## config.mk

```make
export PLATFORM = sky130hd
export DESIGN_NAME = uart_io_bridge
export DESIGN_NICKNAME = d
export VERILOG_FILES = /design/src/rtl/uart_io_pkg.sv /design/src/rtl/uart_io_bridge_txq.sv /design/src/rtl/uart_io_bridge.sv
export SDC_FILE = /design/constraint.sdc
export NUM_CORES = 1
export LEC_CHECK = 0
export CAP_MARGIN = 5
export CORE_ASPECT_RATIO = 2
export CORE_UTILIZATION = 60
export DETAILED_ROUTE_END_ITERATION = 10
export HOLD_SLACK_MARGIN = 0.1
export PLACE_DENSITY_LB_ADDON = 0.2
export REMOVE_ABC_BUFFERS = 1
export SYNTH_ARGS = -nofsm -noshare
export SYNTH_HDL_FRONTEND = slang
export SYNTH_HIERARCHICAL = 1
export SYNTH_SLANG_ARGS = --single-unit
```

## constraint.sdc

```tcl
create_clock -name clk -period 4.66 [get_ports clk]
set_input_delay 0.699 -clock clk [delete_from_list [all_inputs] [get_ports clk]]
set_output_delay 0.699 -clock clk [all_outputs]
set_load 0.01 [all_outputs]
```

## src/rtl/uart_io_pkg.sv

```systemverilog
`default_nettype none
// ============================================================================
// Module  : uart_io_pkg
// Purpose : Shared constants and types for the UART LED/switch command bridge:
//           command opcodes, reply bytes, line-ending bytes, decoder states.
// Revision: 1.0 - initial release
// ============================================================================
package uart_io_pkg;

  // Command opcodes
  localparam logic [7:0] OP_W = 8'h57;  // 'W' addr data : write LED byte
  localparam logic [7:0] OP_R = 8'h52;  // 'R' addr      : read switch byte
  localparam logic [7:0] OP_A = 8'h41;  // 'A'           : dump all switch bytes

  // Reply bytes
  localparam logic [7:0] RSP_K = 8'h4B; // write accepted
  localparam logic [7:0] RSP_E = 8'h45; // error / unknown command

  // Line endings silently skipped between commands when enabled
  localparam logic [7:0] CH_LF = 8'h0A;
  localparam logic [7:0] CH_CR = 8'h0D;

  typedef enum logic [1:0] {
    S_IDLE = 2'd0,
    S_ADDR = 2'd1,
    S_DATA = 2'd2,
    S_DUMP = 2'd3
  } state_t;

endpackage
`default_nettype wire

```

## src/rtl/uart_io_bridge_txq.sv

```systemverilog
`default_nettype none
// ============================================================================
// Module  : uart_txq
// Purpose : Byte-wide synchronous FIFO holding reply bytes for the UART
//           transmitter. Push and pop in the same cycle both take effect,
//           even when full. Pop while empty is ignored; push while full
//           without a pop is discarded (caller flags the overflow).
// Ports   : clk, rst_n     - clock, async active-low reset
//           i_push, i_din  - write request and data
//           i_pop          - remove head byte
//           o_dout         - head byte, 0x00 when empty
//           o_full/o_empty - occupancy flags
//           o_free         - number of free slots
// Revision: 1.0 - initial release
// ============================================================================
module uart_txq #(
  parameter int DEPTH = 8,
  localparam int AW = (DEPTH > 1) ? $clog2(DEPTH) : 1,
  localparam int CW = $clog2(DEPTH + 1)
) (
  input  logic          clk,
  input  logic          rst_n,
  input  logic          i_push,
  input  logic [7:0]    i_din,
  input  logic          i_pop,
  output logic [7:0]    o_dout,
  output logic          o_full,
  output logic          o_empty,
  output logic [CW-1:0] o_free
);

  localparam logic [AW-1:0] c_PTR_LAST = AW'(DEPTH - 1);
  localparam logic [CW-1:0] c_DEPTH    = CW'(DEPTH);

  logic [7:0]    r_mem [DEPTH];
  logic [AW-1:0] r_wr;
  logic [AW-1:0] r_rd;
  logic [CW-1:0] r_cnt;

  logic w_do_pop;
  logic w_do_push;

  assign o_empty   = (r_cnt == '0);
  assign o_full    = (r_cnt == c_DEPTH);
  assign o_free    = c_DEPTH - r_cnt;
  assign w_do_pop  = i_pop & ~o_empty;
  // A pop frees the slot in the same cycle, so a full queue still accepts.
  assign w_do_push = i_push & (~o_full | w_do_pop);
  assign o_dout    = o_empty ? 8'h00 : r_mem[r_rd];

  function automatic logic [AW-1:0] ptr_next(input logic [AW-1:0] p);
    return (p == c_PTR_LAST) ? '0 : p + 1'b1;
  endfunction

  // Storage needs no reset: o_dout is masked while empty.
  always_ff @(posedge clk) begin
    if (w_do_push) r_mem[r_wr] <= i_din;
  end

  always_ff @(posedge clk or negedge rst_n) begin
    if (!rst_n) begin
      r_wr  <= '0;
      r_rd  <= '0;
      r_cnt <= '0;
    end else begin
      if (w_do_push) r_wr <= ptr_next(r_wr);
      if (w_do_pop)  r_rd <= ptr_next(r_rd);
      case ({w_do_push, w_do_pop})
        2'b10:   r_cnt <= r_cnt + 1'b1;
        2'b01:   r_cnt <= r_cnt - 1'b1;
        default: r_cnt <= r_cnt;
      endcase
    end
  end

endmodule
`default_nettype wire

```

## src/rtl/uart_io_bridge.sv

```systemverilog
`default_nettype none
// ============================================================================
// Module  : uart_io_bridge
// Purpose : Decodes an addressed byte protocol from a UART receiver and
//           drives LED registers / reports switch groups through a reply
//           queue feeding the UART transmitter.
//             'W' addr data -> LED byte write, reply 'K' (or 'E' if bad addr)
//             'R' addr      -> reply switch byte (or 'E' if bad addr)
//             'A'           -> reply all switch bytes, byte 0 first
// Ports   : clk, rst_n           - clock, async active-low reset
//           i_rx_vld, i_rx_data  - received byte strobe and data
//           o_tx_ready, o_tx_data- reply byte available / head byte
//           i_tx_rd              - transmitter accepted head byte
//           o_led                - LED registers, byte k = o_led[8k+7:8k]
//           i_sw                 - synchronised switch inputs
//           o_ovf                - sticky: reply or command byte dropped
//           o_busy               - decoder is mid-command or dumping
// Revision: 1.0 - initial release
// ============================================================================
module uart_io_bridge
  import uart_io_pkg::*;
#(
  parameter int LED_BYTES   = 4,
  parameter int SW_BYTES    = 4,
  parameter int TXQ_DEPTH   = 8,
  parameter int TIMEOUT_CYC = 50000000,
  parameter bit IGNORE_LF   = 1'b1
) (
  input  logic                   clk,
  input  logic                   rst_n,
  input  logic                   i_rx_vld,
  input  logic [7:0]             i_rx_data,
  output logic                   o_tx_ready,
  input  logic                   i_tx_rd,
  output logic [7:0]             o_tx_data,
  output logic [8*LED_BYTES-1:0] o_led,
  input  logic [8*SW_BYTES-1:0]  i_sw,
  output logic                   o_ovf,
  output logic                   o_busy
);

  localparam int QCW = $clog2(TXQ_DEPTH + 1);
  localparam int TW  = (TIMEOUT_CYC > 1) ? $clog2(TIMEOUT_CYC) : 1;

  localparam logic [TW-1:0]  c_TMO_LAST   = TW'(TIMEOUT_CYC - 1);
  localparam logic [QCW-1:0] c_DUMP_SLOTS = QCW'(SW_BYTES);
  localparam logic [3:0]     c_DUMP_LAST  = 4'(SW_BYTES - 1);
  localparam logic [7:0]     c_SW_N       = 8'(SW_BYTES);
  localparam logic [7:0]     c_LED_N      = 8'(LED_BYTES);

  state_t                 r_state;
  logic [7:0]             r_op;
  logic [7:0]             r_addr;
  logic [TW-1:0]          r_tmo;
  logic [3:0]             r_dump_idx;
  logic [8*SW_BYTES-1:0]  r_dump_sh;
  logic [8*LED_BYTES-1:0] r_led;
  logic                   r_ovf;

  logic           w_push;
  logic [7:0]     w_pdata;
  logic           w_full;
  logic           w_empty;
  logic [QCW-1:0] w_free;
  logic           w_drop;
  logic           w_a_ok;
  logic           w_ovf_set;
  logic [7:0]     w_sw_rd;
  logic [7:0]     w_dump_byte;

  assign o_led      = r_led;
  assign o_ovf      = r_ovf;
  assign o_busy     = (r_state != S_IDLE);
  assign o_tx_ready = ~w_empty;

  // A dump is only started when the whole reply fits, so it never drops.
  assign w_a_ok = (w_free >= c_DUMP_SLOTS);
  assign w_drop = w_push & w_full & ~(i_tx_rd & ~w_empty);

  assign w_ovf_set = w_drop
                   | ((r_state == S_IDLE) & i_rx_vld & (i_rx_data == OP_A) & ~w_a_ok)
                   | ((r_state == S_DUMP) & i_rx_vld);

  // Live switch byte addressed by the byte being received right now.
  always_comb begin
    w_sw_rd = 8'h00;
    for (int k = 0; k < SW_BYTES; k++) begin
      if (i_rx_data == 8'(k)) w_sw_rd = i_sw[8*k +: 8];
    end
  end

  always_comb begin
    w_dump_byte = 8'h00;
    for (int k = 0; k < SW_BYTES; k++) begin
      if (r_dump_idx == 4'(k)) w_dump_byte = r_dump_sh[8*k +: 8];
    end
  end

  // Reply generation: the byte is pushed in the cycle the final command
  // byte arrives, so it is visible at the queue head one clock later.
  always_comb begin
    w_push  = 1'b0;
    w_pdata = 8'h00;
    case (r_state)
      S_IDLE: begin
        if (i_rx_vld && i_rx_data != OP_W && i_rx_data != OP_R &&
            i_rx_data != OP_A &&
            !(IGNORE_LF && (i_rx_data == CH_LF || i_rx_data == CH_CR))) begin
          w_push  = 1'b1;
          w_pdata = RSP_E;
        end
      end
      S_ADDR: begin
        if (i_rx_vld && r_op == OP_R) begin
          w_push  = 1'b1;
          w_pdata = (i_rx_data < c_SW_N) ? w_sw_rd : RSP_E;
        end
      end
      S_DATA: begin
        if (i_rx_vld) begin
          w_push  = 1'b1;
          w_pdata = (r_addr < c_LED_N) ? RSP_K : RSP_E;
        end
      end
      S_DUMP: begin
        w_push  = 1'b1;
        w_pdata = w_dump_byte;
      end
      default: begin
        w_push  = 1'b0;
        w_pdata = 8'h00;
      end
    endcase
  end

  always_ff @(posedge clk or negedge rst_n) begin
    if (!rst_n) begin
      r_state    <= S_IDLE;
      r_op       <= 8'h00;
      r_addr     <= 8'h00;
      r_tmo      <= '0;
      r_dump_idx <= 4'd0;
      r_dump_sh  <= '0;
      r_led      <= '0;
      r_ovf      <= 1'b0;
    end else begin
      if (w_ovf_set) r_ovf <= 1'b1;
      case (r_state)
        S_IDLE: begin
          r_tmo <= '0;
          if (i_rx_vld) begin
            if (i_rx_data == OP_W || i_rx_data == OP_R) begin
              r_op    <= i_rx_data;
              r_state <= S_ADDR;
            end else if (i_rx_data == OP_A && w_a_ok) begin
              r_dump_sh  <= i_sw;
              r_dump_idx <= 4'd0;
              r_state    <= S_DUMP;
            end
          end
        end
        S_ADDR: begin
          if (i_rx_vld) begin
            r_addr  <= i_rx_data;
            r_tmo   <= '0;
            r_state <= (r_op == OP_W) ? S_DATA : S_IDLE;
          end else if (r_tmo == c_TMO_LAST) begin
            r_tmo   <= '0;
            r_state <= S_IDLE;
          end else begin
            r_tmo <= r_tmo + 1'b1;
          end
        end
        S_DATA: begin
          if (i_rx_vld) begin
            for (int k = 0; k < LED_BYTES; k++) begin
              if (r_addr == 8'(k)) r_led[8*k +: 8] <= i_rx_data;
            end
            r_tmo   <= '0;
            r_state <= S_IDLE;
          end else if (r_tmo == c_TMO_LAST) begin
            r_tmo   <= '0;
            r_state <= S_IDLE;
          end else begin
            r_tmo <= r_tmo + 1'b1;
          end
        end
        S_DUMP: begin
          if (r_dump_idx == c_DUMP_LAST) r_state <= S_IDLE;
          else                           r_dump_idx <= r_dump_idx + 1'b1;
        end
        default: r_state <= S_IDLE;
      endcase
    end
  end

  uart_txq #(
    .DEPTH (TXQ_DEPTH)
  ) u_txq (
    .clk     (clk),
    .rst_n   (rst_n),
    .i_push  (w_push),
    .i_din   (w_pdata),
    .i_pop   (i_tx_rd),
    .o_dout  (o_tx_data),
    .o_full  (w_full),
    .o_empty (w_empty),
    .o_free  (w_free)
  );

endmodule
`default_nettype wire
```

* Word level (Yosys, flattened, before mapping)
Memories as Yosys holds them, arrays and structs flattened. Cells that the tools add are included.
Storage, ports and cells: register bits 123, bits in writable memories 64, input port bits 44, output and inout bits 43, logic and storage cells 144, memories kept 1
Operators by class: add/subtract/negate cells 7, $lt $le $gt $ge 3, equality and inequality tests 34, mux-type cells 41, bitwise operators 16, reductions and logical operators 28
Memory list:
- u_txq.r_mem | words 8, bits a word 8, rd ports 1, clocked after Yosys merged registers in 0, write ports 1, RTL line uart_io_bridge_txq.sv:35 | logic [7:0] r_mem [DEPTH];
Operator list (number):
- 8-bit two-way mux | 11
- 26-bit two-way mux | 2
- 26-bit case mux with 2 select lines | 1
- 8-bit by 7-bit equality test with 1-bit output, second input constant | 5
- 8-bit by 2-bit equality test with 1-bit output, second input constant | 4
- 8-bit case mux with 4 select lines | 1
- 26-bit by 1-bit adder with 26-bit output, second input constant | 1
- 26-bit equality test, second input constant | 1
- 8-bit by 7-bit != test with 1-bit output, second input constant | 3
- 4-bit two-way mux | 5
- 3-bit AND reduction | 6
- 8-bit by 1-bit equality test with 1-bit output, second input constant | 2
- 8-bit by 4-bit equality test with 1-bit output, second input constant | 2
- 8-bit logical NOT | 2
- 8-bit by 3-bit less-than comparator with 1-bit output, second input constant | 2
- 2-bit two-way mux | 8
- 4-bit case mux with 2 select lines | 2
- 7-bit two-way mux | 2
- 4-bit by 1-bit adder with 4-bit output, second input constant | 2
- 1-bit AND | 8
- 4-bit by 2-bit equality test with 1-bit output, second input constant | 2
- 4-bit logical NOT | 2
- 2-bit case mux with 4 select lines | 1
- 2-bit nonzero test | 4
- 25 further kinds | 50

* Longest topological paths before layout
Gate-level depths: netlist of the first run.
depth after elaboration 11, mapped depth 14, depth with buffers taken out 14

* By module
The synthesis of the first run kept the hierarchy.
Modules (own cells, without submodules):
- uart_io_bridge | instances 1, cells each 517, area an instance 5980.7 µm², seq. area each 2827.7 µm²
- uart_txq | instances 1, cells each 171, area an instance 3195.6 µm², seq. area each 2172.1 µm²

* Least setup slack after synthesis of the first run
Ideal clock, no wire load.
kind input port to flip-flop, from in i_rx_data[3], to reg u_txq.r_cnt[2], library setup time 125 ps, data arrival time 3094 ps, data required time 4535 ps, slack 1441 ps, stages on the path 12, buffers on the path 1, cell sequence clkbuf_1 -> or4b_1 -> o221ai_1 -> o21ai_1 -> o21ai_2 -> ha_1 -> xor2_1 -> ha_1 -> a21oi_1 -> xor2_1 -> nor2_1 -> xor2_1
On the way: word-level cells in the longest chain between the ends 10, elaborated cells on any way between the ends 18, classes of those cells eq/ne (7); mux (3); bitwise (1); reduce/logical (7)
Ends and longest elaborated chain:
- start: declaration | RTL line uart_io_bridge.sv:32 | input logic [7:0] i_rx_data,
- 8-bit by 7-bit != test with 1-bit output | RTL line uart_io_bridge.sv:106 | if (i_rx_vld && i_rx_data != OP_W && i_rx_data != OP_R &&
- 1-bit logical AND (3 in a row) | RTL line uart_io_bridge.sv:106
- 1-bit logical AND (*) | RTL line uart_io_bridge.sv:107 | i_rx_data != OP_A &&
- 1-bit two-way mux (*) | RTL line uart_io_bridge.sv:106
- 1-bit case mux with 4 select lines (*) | RTL line uart_io_bridge.sv:104 | case (r_state)
- via w_push | RTL line uart_io_bridge.sv:60 | logic w_push;
- 1-bit AND (*) | RTL line uart_io_bridge_txq.sv:48 | assign w_do_push = i_push & (~o_full | w_do_pop);
- 2-bit by 1-bit equality test with 1-bit output or 2-bit equality test (tied branches) | RTL line uart_io_bridge_txq.sv:68 | case ({w_do_push, w_do_pop})
- 4-bit case mux with 2 select lines or 2-bit nonzero test (tied branches)
- end signal: assignment | RTL line uart_io_bridge_txq.sv:69 | 2'b10: r_cnt <= r_cnt + 1'b1;
- end signal: assignment | RTL line uart_io_bridge_txq.sv:70 | 2'b01: r_cnt <= r_cnt - 1'b1;
- end signal: assignment | RTL line uart_io_bridge_txq.sv:71 | default: r_cnt <= r_cnt;
- end: declaration | RTL line uart_io_bridge_txq.sv:38 | logic [CW-1:0] r_cnt;
Mark *: on every way through the listed nets, which the timed path passes. The rest lies on a longest branch. A chain may end at the register's enable or synchronous reset.

* Worst setup path in the final report of the first run
Same ends and word-level chain as after synthesis.

==> results of run 1 <==
## area by class of cell
cell class / count / share of cell area (%)
tap: 195 / 2.26
clock buffer: 17 / 3.95
sequential: 187 / 46.4
timing repair buffer: 104 / 9.22
inverter: 18 / 0.627
multi-input combinational: 445 / 35.7
clock inverter: 15 / 1.86
## cell usage in the layout, fill, tap and decap left out, types with 6 or more instances in the layout
cell type,n
nand2_1,46
dfrtp_1,123
mux2_2,47
mux2_4,32
mux4_1,8
clkbuf_16,17
a21oi_1,26
mux2i_1,10
a22o_1,7
nand2b_1,7
buf_4,19
nand3_1,17
edfxtp_1,64
nor3_1,14
clkdlybuf4s50_1,85
mux4_2,16
a31oi_1,10
nor2_1,28
o21ai_0,29
ha_1,17
nand4_1,9
a22oi_1,14
inv_1,18
nand3b_1,7
nor4b_1,6
clkinv_8,8
nor2b_1,6
## worst register-to-register path: stages, from the launching register on
cell      delay, ns
dfrtp_1        0.42
inv_1          0.10
ha_1           0.22
nand4_1        0.11
nor4b_1        0.31
buf_4          0.20
a211oi_1       0.05
o21ai_1        0.27
o21ai_2        0.22
ha_1           0.31
xor2_1         0.17
ha_1           0.19
a21oi_1        0.14
xor2_1         0.16
nor2_1         0.07
xor2_1         0.14
## registers in the layout, indices dropped and copies added (netlist names)
register     count
u_txq/r_mem     64
o_led           32
r_dump_sh       32
r_tmo           26
r_addr           8
r_op             8
r_dump_idx       4
u_txq/r_cnt      4
u_txq/r_rd       3
u_txq/r_wr       3
r_state          2
o_ovf            1
## per-stage QoR
step	total power, mW	instance area [um2]	utilization, %	hold WS (ns)
after global placement	4.02	10200	68.2	0.443
after global routing	5.81	10800	72.4	0.432
after detailed placement	4.11	10200	68.2	0.463
after floorplan	3.31	8920	-	0.403
after CTS	5.58	10800	72.4	0.403
final	5.54	10800	72.4	0.358
## where the power goes
part	internal (mW)	leakage, nW	total, mW	switching [mW]
clock	0.735	0.296	1.48	0.741
sequential	2.03	2.24	2.32	0.291
combinational	0.948	1.88	1.74	0.795
## final timing paths
path / slack (ns) / cells past startpoint / end
hold reg to reg: 0.48 / 1 / r_op[4]
min in group clk: 0.48 / 1 / r_op[4]
max in group asynchronous: 3.34 / 2 / r_dump_idx[1]
hold / removal: 0.36 / 1 / u_txq/r_rd[2]
setup / recovery: 1.03 / 12 / u_txq/r_cnt[2]
setup reg to reg: 1.46 / 15 / u_txq/r_cnt[2]
## metal layers
metal	up-vias	track usage [%]	routed length (um)	share of wire, %
met3	30	5.55	801	3.9
li1	2778	-	-	-
met4	0	9.72	403	2.0
met5	-	0	0	0
met2	199	53.4	11800	57
met1	3171	32.1	7680	37
==> impl_metrics.toml, run 1 <==
[status]
outcome = "finished, final reports clean"

[power]
p_leak_nw = 4.42
p_per_area_mw_per_mm2 = 514
peakVddDrop_mv = 0.502

[setup_path]
endpoint_kind = "register"
cp_top_family = "compound AO/OA/AOI/OAI gates"
slowest_delay_ns = 0.66
critical_path.cell_chain = "clkdlybuf4s50_1, or4b_1, o221ai_1, o21ai_1, o21ai_2, ha_1, xor2_1, ha_1, a21oi_1, xor2_1, nor2_1, xor2_1"
slowest_stage = "or4b_1"
crit_path_start_kind = "primary input"
worst_ep_required_time_ns = 4.97
cpMostUsedCell = "xor2_1"
critPathKind = "in2reg"
critical_path_buf_inv_count = 1
r2r-start = "r_state[1]"
startpoint = "i_rx_data[3]"
cp.arrival_ns = 3.95
cp_max_fo = 11

[final_layout]
fillers = 967
fin_cells = 981
seqCellArea_mm2 = 0.00500
multiInputGateArea_mm2 = 0.00385
final_nets = 834
areaGrowthSynthToFinish_pct = 17.6
diodes = 0
drive_above_1_share_pct = 20.7

[timing]
hold_viol = 0
worst_clock_skew_ns = 0.0136
slew_violations = 0
rsz0062_at_grt = "false"
setup_viol = 0
layout_min_cycle_time_ns = 3.63
max_freq_mhz = 275
final.period_utilization_pct = 77.9
tightest_slew_ns = 0.984
relSlewSlack_pct = 33.7
tns_ns = 0
worst_slack_ns = 1.03

[floorplan]
core_area_mm2 = 0.0149
dieHeight_um = 177
io_pins = 87
die_area_mm2 = 0.0158
die_w_um = 89.4
row_count = 63
start_util_pct = 61.5

[clocking]
cts_tree = "done"
h-tree-depth = 4
clkTransAtPathRegs_ns = 0.08
cts_root_buffer = "clkbuf_16"
cts_resized = 0
numCtsBuffers = 17
cts_sinks = 187
clk_latency_ns = 0.44
hold_buffers = 0
postCtsSetupRepairBufs = 0
clock_path_buffers = 2

[drt]
postRouteAntennaNets = 0
vias = 6178
dr.pass1.iters = 5
drtIter0Drc = 469
wl_um = 20700
wl_per_cell_um = 21.1
via_per_inst = 6.30
drcViolationCount = 0

[synthesis]
synthCells = 687
avgSynthCellArea_um2 = 13.3
synth.cell_area_mm2 = 0.00917
synth_warnings = 6

[global_route]
grt_pass1_vias = 6619
grt_usage_pct = 28.9
grt_start_max_net_pins = 69
grt_pass1_wl_um = 33400
grt-ovfl-total = 0
antenna_found_initial = 0

[place]
place_ws_ns = 0.599
globalplace.congestion = 0.912
io_buffers = 86
dp.cells = 949
place_hpwl_um = 14600

[min_path]
hp-class = "in2async"

[flow_run]
max-cap-violations = 0
Power figures use the tool's default switching activity.
==> run 2: changes to the inputs <==
Settings changed: CORE_UTILIZATION 60 to 58.
Clock period 4.66 ns to 3.6 ns, I/O delays scaled along.
==> impl_metrics.toml, run 2 (synthesis gave the netlist of run 1 again) <==
[final_layout]
seqCellArea_mm2 = 0.00500
fin_util_pct = 70.9
diodes = 0
top_register = "u_txq/r_mem"
final_nets = 848
areaGrowthSynthToFinish_pct = 18.9
final_area_mm2 = 0.0109
mostFrequentLayoutCells = "123 x dfrtp_1, 85 x clkdlybuf4s50_1, 64 x edfxtp_1, 47 x mux2_2, 46 x nand2_1"
drive_above_1_share_pct = 22.1
layout_commonest_cell = "dfrtp_1"
fillers = 1060
largest_register_ff_count = 64
multiInputGateArea_mm2 = 0.00385

[place]
globalplace.congestion = 0.865
place_hpwl_um = 14900
dpl_cell_area_mm2 = 0.0103
io_buffers = 86
place_ws_ns = 0.123

[setup_path]
endpoint_kind = "register"
crit_path_start_kind = "register"
worst_ep_required_time_ns = 3.96
slowest_delay_ns = 0.49
cp.arrival_ns = 3.47
cp_max_fo = 10
slowest_stage = "nor4b_1"
critPathKind = "reg2reg"
critical_path.cell_chain = "inv_1, ha_1, nand4_1, nor4b_1, a211oi_1, o21ai_1, o21ai_2, buf_4, ha_1, nor4bb_1, a21oi_1, a21oi_1, xor2_1"
rrSetupSlack_ns = 0.49

[global_route]
antenna_found_initial = 0
met1_usage_pct = 29.4
grt_pass1_wl_um = 34200
busiest_layer = "met2"
grt_start_max_net_pins = 71
grt_usage_pct = 27.2
grt_pass1_vias = 6681
grtUsageMet3_pct = 4.99
grt-ovfl-total = 0
global_route.usage.met2_pct = 50.8

[timing]
layout_min_cycle_time_ns = 3.11
tns_ns = 0
hold_viol = 0
tightest_slew_ns = 0.812
relSlewSlack_pct = 45.3
worst_slack_ns = 0.487
holdWs_ns = 0.152
final.period_utilization_pct = 86.5
max_freq_mhz = 321
rsz0062_at_grt = "false"
worst_clock_skew_ns = 0.00877
slew_violations = 0
setup_viol = 0

[clocking]
h-tree-depth = 4
numCtsBuffers = 17
hold_buffers = 0
clkTransAtPathRegs_ns = 0.07
cts_root_buffer = "clkbuf_16"
clk_latency_ns = 0.44
postCtsSetupRepairBufs = 0
cts_sinks = 187
clock_path_buffers = 2
cts_resized = 0
cts_tree = "done"

[floorplan]
row_count = 64
io_pins = 87
die_area_mm2 = 0.0163
start_util_pct = 59.6
dieHeight_um = 180
die_w_um = 90.9
core_area_mm2 = 0.0154

[drt]
drcViolationCount = 0
vias = 6130
wl_per_cell_um = 20.8
drtIter0Drc = 518
via_per_inst = 6.14
wl_um = 20800
postRouteAntennaNets = 0
dr.pass1.iters = 5

[power]
pwr-share-clk_pct = 26.4
p_leak_nw = 4.50
peakVddDrop_mv = 0.444
power_frac_seq_pct = 41.0
p_comb_share_pct = 32.6
swShare_pct = 32.9
p_per_area_mw_per_mm2 = 662
power.internal_mw = 4.84
p_switching_mw = 2.37

[status]
outcome = "finished, final reports clean"

[min_path]
hp-class = "in2async"

[flow_run]
max-cap-violations = 0
## run 2: changes by cell type in the layout (fill, tap and decap cells not counted)
cell / previous run / this run
buf_4: 19 / 31
inv_8: 1 / 5
clkinv_8: 8 / 5
buf_12: 0 / 2
clkinvlp_4: 1 / 0
## run 2: power groups by stage
stage          Sequential, mW  Clock (mW)  Combinational (mW)
5_1_grt                  3.01        2.00                2.55
4_1_cts                  2.96        1.93                2.38
3_5_place_dp             3.00           0                2.36
2_1_floorplan            3.02           0                1.27
6_report                 2.96        1.91                2.35
3_3_place_gp             2.96           0                2.27
## run 2: final cells by class
type,instances,share of cell area [%]
Clock inverter,15,1.73
Multi-Input combinational cell,445,35.3
Tap cell,198,2.27
Sequential cell,187,45.9
Clock buffer,17,3.90
Timing Repair Buffer,118,10.3
Inverter,18,0.620
## run 2: worst max-delay path, delay by kind of cell (launching register included)
kind                     cells  cell delay (ns)
AO/OA/AOI/OAI                5             0.79
XOR/XNOR                     1             0.18
adder cells (fa/ha/maj)      2             0.46
buffers and inverters        2             0.27
flip-flops                   1             0.43
AND/OR/NAND/NOR              3             0.91
## run 2: path summary, 6_finish.rpt
path                                   to  depth (start not counted)  startpoint
max                        u_txq/r_cnt[3]                         13  r_state[1]
min                         r_dump_sh[20]                          1       rst_n
max reg2reg                u_txq/r_cnt[3]                         13  r_state[1]
min reg2reg                       r_op[4]                          1     r_op[4]
max in group asynchronous         r_op[0]                          2       rst_n
min in group clk                  r_op[4]                          1     r_op[4]
## run 2: metal layers
metal  share of wire, %  vias to the layer above
met3                4.1                       47
met4                2.8                        0
li1                   -                     2801
met5                  0                        -
met1                 36                     3061
met2                 57                      221
## run 2: metrics by stage
step / cells / total power, mW
4_1_cts: 998 / 7.27
2_1_floorplan: 650 / 4.28
3_3_place_gp: 966 / 5.24
5_1_grt: 998 / 7.56
3_5_place_dp: 966 / 5.36
6_report: 998 / 7.22
